**config.mk**
```make
export PLATFORM = sky130hd
export DESIGN_NAME = mem_port_arbiter
export DESIGN_NICKNAME = d
export VERILOG_FILES = /design/src/rtl/mem_port_arbiter.sv
export SDC_FILE = /design/constraint.sdc
export NUM_CORES = 1
export LEC_CHECK = 0
export BUFFER_PORTS_ARGS = -buffer_cell sky130_fd_sc_hd__buf_2
export CAP_MARGIN = 20
export CELL_PAD_IN_SITES_DETAIL_PLACEMENT = 1
export CELL_PAD_IN_SITES_GLOBAL_PLACEMENT = 2
export CORE_AREA = 2 2 285 287
export CTS_BUF_LIST = sky130_fd_sc_hd__clkbuf_16
export CTS_CLUSTER_SIZE = 20
export DETAILED_ROUTE_END_ITERATION = 16
export DIE_AREA = 0 0 287 289
export PLACE_DENSITY = 0.55
export SYNTH_ARGS = -nofsm -noshare
export SYNTH_HDL_FRONTEND = slang
export SYNTH_SLANG_ARGS = --single-unit
```
**constraint.sdc**
```tcl
create_clock -name clk -period 28.6 [get_ports clk]
set_clock_uncertainty 0.05 [all_clocks]
set_input_delay 1.43 -clock clk [delete_from_list [all_inputs] [get_ports clk]]
set_output_delay 1.43 -clock clk [all_outputs]
set_load 0.005 [all_outputs]
```
**src/rtl/mem_port_arbiter.sv**
```systemverilog
// Memory port arbiter: shares one block-wide memory port between the I-cache
// (reads only) and the D-cache (reads and write-backs). Each grant carries one
// whole-block transaction. A starvation counter stops the D-cache from locking
// out the I-cache indefinitely. Every output comes straight from a register.
module mem_port_arbiter #(
    parameter int ADDR_W     = 28,
    parameter int DATA_W     = 128,
    parameter int STARVE_LIM = 4
) (
    input  logic              clk,
    input  logic              rst,
    input  logic              ic_read,
    input  logic [ADDR_W-1:0] ic_addr,
    output logic [DATA_W-1:0] ic_rdata,
    output logic              ic_ready,
    input  logic              dc_read,
    input  logic              dc_write,
    input  logic [ADDR_W-1:0] dc_addr,
    input  logic [DATA_W-1:0] dc_wdata,
    output logic [DATA_W-1:0] dc_rdata,
    output logic              dc_ready,
    output logic              mem_read,
    output logic              mem_write,
    output logic [ADDR_W-1:0] mem_addr,
    output logic [DATA_W-1:0] mem_wdata,
    input  logic [DATA_W-1:0] mem_rdata,
    input  logic              mem_ready,
    output logic              o_mem_busy
);

    typedef enum logic [1:0] {
        IDLE  = 2'd0,
        GNT_I = 2'd1,
        GNT_D = 2'd2,
        DONE  = 2'd3
    } state_t;

    // Starvation limit fits in 4 bits (1..15).
    localparam logic [3:0] STREAK_MAX = 4'(STARVE_LIM);

    state_t            state, stateNext;
    logic [3:0]        dStreak, dStreakNext;
    logic              memReadNext, memWriteNext;
    logic [ADDR_W-1:0] memAddrNext;
    logic [DATA_W-1:0] memWdataNext;
    logic [DATA_W-1:0] icRdataNext, dcRdataNext;
    logic              icReadyNext, dcReadyNext;
    logic              busyNext;
    logic              dReq, dWins;

    // D-cache wins unless the I-cache is pending and has already waited through STARVE_LIM D grants.
    assign dReq  = dc_read | dc_write;
    assign dWins = dReq && !(ic_read && (dStreak == STREAK_MAX));

    // State and all registered outputs; reset abandons any transaction in flight.
    always_ff @(posedge clk or posedge rst) begin
        if (rst) begin
            state      <= IDLE;
            dStreak    <= '0;
            mem_read   <= 1'b0;
            mem_write  <= 1'b0;
            mem_addr   <= '0;
            mem_wdata  <= '0;
            ic_rdata   <= '0;
            dc_rdata   <= '0;
            ic_ready   <= 1'b0;
            dc_ready   <= 1'b0;
            o_mem_busy <= 1'b0;
        end else begin
            state      <= stateNext;
            dStreak    <= dStreakNext;
            mem_read   <= memReadNext;
            mem_write  <= memWriteNext;
            mem_addr   <= memAddrNext;
            mem_wdata  <= memWdataNext;
            ic_rdata   <= icRdataNext;
            dc_rdata   <= dcRdataNext;
            ic_ready   <= icReadyNext;
            dc_ready   <= dcReadyNext;
            o_mem_busy <= busyNext;
        end
    end

    // Next-state and next-output logic; requester inputs matter only in IDLE, mem_ready only in GNT_x.
    always_comb begin
        stateNext    = state;
        dStreakNext  = dStreak;
        memReadNext  = mem_read;
        memWriteNext = mem_write;
        memAddrNext  = mem_addr;
        memWdataNext = mem_wdata;
        icRdataNext  = ic_rdata;
        dcRdataNext  = dc_rdata;
        icReadyNext  = 1'b0;
        dcReadyNext  = 1'b0;

        case (state)
            IDLE: begin
                if (dWins) begin
                    memAddrNext = dc_addr;
                    // A simultaneous read and write request is served as a write-back.
                    if (dc_write) begin
                        memWdataNext = dc_wdata;
                        memWriteNext = 1'b1;
                    end else begin
                        memReadNext = 1'b1;
                    end
                    if (ic_read) begin
                        if (dStreak != STREAK_MAX) dStreakNext = dStreak + 4'd1;
                    end else begin
                        dStreakNext = '0;
                    end
                    stateNext = GNT_D;
                end else if (ic_read) begin
                    memAddrNext = ic_addr;
                    memReadNext = 1'b1;
                    dStreakNext = '0;
                    stateNext   = GNT_I;
                end
            end
            GNT_I: begin
                if (mem_ready) begin
                    memReadNext = 1'b0;
                    icRdataNext = mem_rdata;
                    icReadyNext = 1'b1;
                    stateNext   = DONE;
                end
            end
            GNT_D: begin
                if (mem_ready) begin
                    if (mem_read) dcRdataNext = mem_rdata;
                    memReadNext  = 1'b0;
                    memWriteNext = 1'b0;
                    dcReadyNext  = 1'b1;
                    stateNext    = DONE;
                end
            end
            DONE: begin
                stateNext = IDLE;
            end
            default: begin
                stateNext = IDLE;
            end
        endcase

        busyNext = (stateNext != IDLE);
    end

endmodule

```
==> impl_metrics.csv <==
group,metric,value,unit
grt,grt_util_all_layers,13.8,%
power_and_ir_drop,power_density,114,mW/mm^2
power_and_ir_drop,seqPwrFrac,40.9,%
drt,drc_errors,0,
cts,hold_buffers,0,
yosys,syn-instance-count,1009,
yosys,yosysSeqAreaShare,63.2,%
drt,wl_per_cell,21.0,microns
sta,fin_hold_ws,0.433,ns
cts,root_buffer,"clkbuf_16",
cts,cts_inserted_buffers,51,
sta,clock.fmax,224,MHz
grt,grt_pass1_wl,86.5,mm
floorplanning,die_w,287,microns
power_and_ir_drop,clkPwrFrac,22.4,%
power_and_ir_drop,switching_power,0.852,mW
floorplanning,start_util,21.0,%
placement,dp_hpwl,45.1,mm
critical_path,crit_top_cell,"buf_4",
yosys,ys_ff_latch,423,
critical_path,path_max_fanout,63,
grt,grt_antenna_before_repair,6,
critical_path,start_kind,"primary input",
critical_path,cp-end-kind,"register",
sta,period_needed,4.47,ns
critical_path,critPathTopFamily,"buffers and inverters",
critical_path,critPathKind,"in -> reg",
sta,setup_viol,0,
placement,dp.cells,2755,
power_and_ir_drop,peakVddDrop,0.0441,mV
cts,post_cts_resized,0,
cts,clock_latency,0.58,ns
hold_path,hold_depth,1,
hold_path,hp-class,"reg -> reg",
critical_path,crit_buf_inv,3,
floorplanning,core_area,0.0799,sq mm
yosys,yosysWarnings,0,
critical_path,crit_slowest_cell,"buf_4",
cts,cts.sinks,423,
drt,drtIter0Drc,285,
sta,hold_viol,0,
sta,setup_tns,0,ns
yosys,synth-edff-count,0,
yosys,synth_fp_nets,1332,
sta,finalCritPeriodShare,15.6,%
yosys,syn_area_per_cell,16.6,sq um
floorplanning,num_io_pins,735,
critical_path,r2r_setup_slack,24.43,ns
outcome,status,"finished, final reports clean",
cts,cts.clk_slew.worst_paths,0.06,ns
floorplanning,dieArea,0.0829,sq mm
power_and_ir_drop,leakage,11.3,nW
cts,htree_num_levels,2,
hold_path,hold_start,"ic_rdata[108]",
yosys,synth_top_area_share,63.2,%
placement,gp_congestion,0.784,
job,maxCapViolCount,0,
yosys,synthArstFlopShare,100,%
yosys,synthTopCellsByCount,"dfrtp_1, mux2_1, mux2_4, mux2_2, buf_2",
power_and_ir_drop,total_power,2.61,mW
critical_path,rr_worst_depth,7,
critical_path,slowest_delay,0.89,ns
yosys,ys_top_cells_by_area,"dfrtp_1, mux2_1, mux2_4, mux2_2, a31o_2",
cts,cts_tree,"built",
yosys,yosysTopAreaCell,"dfrtp_1",
drt,antenna_left,0,
floorplanning,row_count,104,
power_and_ir_drop,p_comb_share,36.7,%
sta,slew_headroom,31.0,%
layout,fin_nets,2071,
sta,maxSlewViolCount,0,
critical_path,r2r_end,"mem_wdata[126]",
layout,drive_gt1_share,57.5,%
cts,ctsLongestPathBuffers,3,
grt,grt_pass1_vias,12800,
cts,post_cts_buffers,0,
layout,stdcell_count,2844,
power_and_ir_drop,swShare,32.6,%
sta,rsz0062_at_grt,"false",
critical_path,timing.rr.start,"dStreak[0]",
drt,first_pass_iters,4,
power_and_ir_drop,p_int,1.76,mW
placement,io_buffer_count,734,
grt,grt_max_degree,129,
yosys,yosysMostFrequentCell,"dfrtp_1",
critical_path,crit_chain,"buf_2 > nand4b_4 > and2_4 > buf_4 > buf_4 > mux2_1",
hold_path,whs_endpoint,"ic_rdata[108]",
grt,grt_overflow,0,
critical_path,required,29.01,ns
yosys,synth-main-ff-cell,"dfrtp_1",
layout,syn_to_final_growth,37.2,%
drt,vias,11500,
yosys,syn_area,0.0167,sq mm
drt,viasPerCell,4.05,
critical_path,arrival,4.88,ns
sta,tightest_slew,1.04,ns
yosys,synthDistinctLibCells,38,
floorplanning,die_y,289,microns
drt,routed_wirelength,59.7,mm
[worst reg2reg max path, cell delays in order, from the launching register on]
cell	delay, ns
dfrtp_1	0.42
inv_1	0.07
ha_1	0.23
nand4b_4	0.52
and2_4	0.77
buf_4	0.64
buf_4	0.92
mux2_1	0.45
[layout by cell type (no fill, tap or decap), types with 2 or more instances in the layout]
cell type / n
buf_2: 734
dfrtp_1: 423
mux2_1: 204
mux2_4: 100
mux2_2: 81
clkbuf_16: 51
a21boi_0: 28
a31o_2: 28
o22a_1: 28
inv_1: 21
clkinv_1: 14
buf_4: 14
ha_1: 5
nand2_1: 4
a21oi_1: 4
clkinv_2: 4
and2_1: 3
o21ai_0: 3
o22ai_1: 3
diode_2: 2
nand2_4: 2
nor2b_1: 2
o21ai_1: 2
clkinvlp_4: 2
[sequential cells by signal, indices dropped and copies added (netlist names)]
| signal | flops |
|---|---|
| dc_rdata | 128 |
| ic_rdata | 128 |
| mem_wdata | 128 |
| mem_addr | 28 |
| dStreak | 4 |
| state | 2 |
| dc_ready | 1 |
| ic_ready | 1 |
| mem_read | 1 |
| mem_write | 1 |
| o_mem_busy | 1 |
[cells by family (layout without fill, tap and decap cells)]
group,after synthesis,count (layout),share of synthesized area (%)
and+or+nand+nor,20,20,0.777
other,0,2,0
DFF,423,423,63.2
adders and majority gates,5,5,0.374
xor gates and xnor gates,1,1,0.0523
muxes,385,385,28.1
AOI/OAI and AO/OA,103,103,4.96
buffers and inverters,72,845,2.47
[how the worst max path moves through the flow]
stage | to | cells after the start | slack [ns] | start
floorplan | dStreak[0] | 1 | 15.34 | rst
global placement | mem_wdata[126] | 6 | 23.50 | ic_read
detailed placement | mem_wdata[126] | 6 | 23.46 | ic_read
CTS | mem_wdata[126] | 6 | 24.11 | ic_read
global route | mem_wdata[126] | 6 | 23.95 | ic_read
finish | mem_wdata[126] | 6 | 24.13 | ic_read
[metrics by stage]
stage | area [sq um] | worst slack (ns) | util (%)
after floorplan | 16700 | 15.34 | -
after global placement | 21500 | 23.50 | 26.9
after detailed placement | 21500 | 23.46 | 26.9
after CTS | 23000 | 24.11 | 28.7
after global routing | 23000 | 23.95 | 28.7
final | 23000 | 24.13 | 28.7
[power groups by stage]
stage	Sequential, mW	Combinational, mW	Clock (mW)
after floorplan	1.09	0.453	0
after global placement	1.07	0.973	0
after detailed placement	1.08	0.988	0
final	1.07	0.957	0.585
after global routing	1.11	1.04	0.636
after CTS	1.08	0.990	0.613
[per-layer routing]
metal	part of all wire, %	GRT usage (%)	vias to the layer above
li1	-	-	5100
met1	37	15.2	5947
met2	53	25.7	383
met3	7.7	4.51	78
met4	2.1	3.41	6
met5	0.069	0	-
[area by class of cell]
class                   count  area, sq um
repair buffers            748         3780
diodes                      2         5.00
well taps                1060         1330
flip-flops and latches    423        10600
inverters                  10         45.0
clock buffers              51         1280
multi-input cells         514         5770
clock inverters            36          184
fillers                  8874        56900
(Power assumes the default switching activity.)
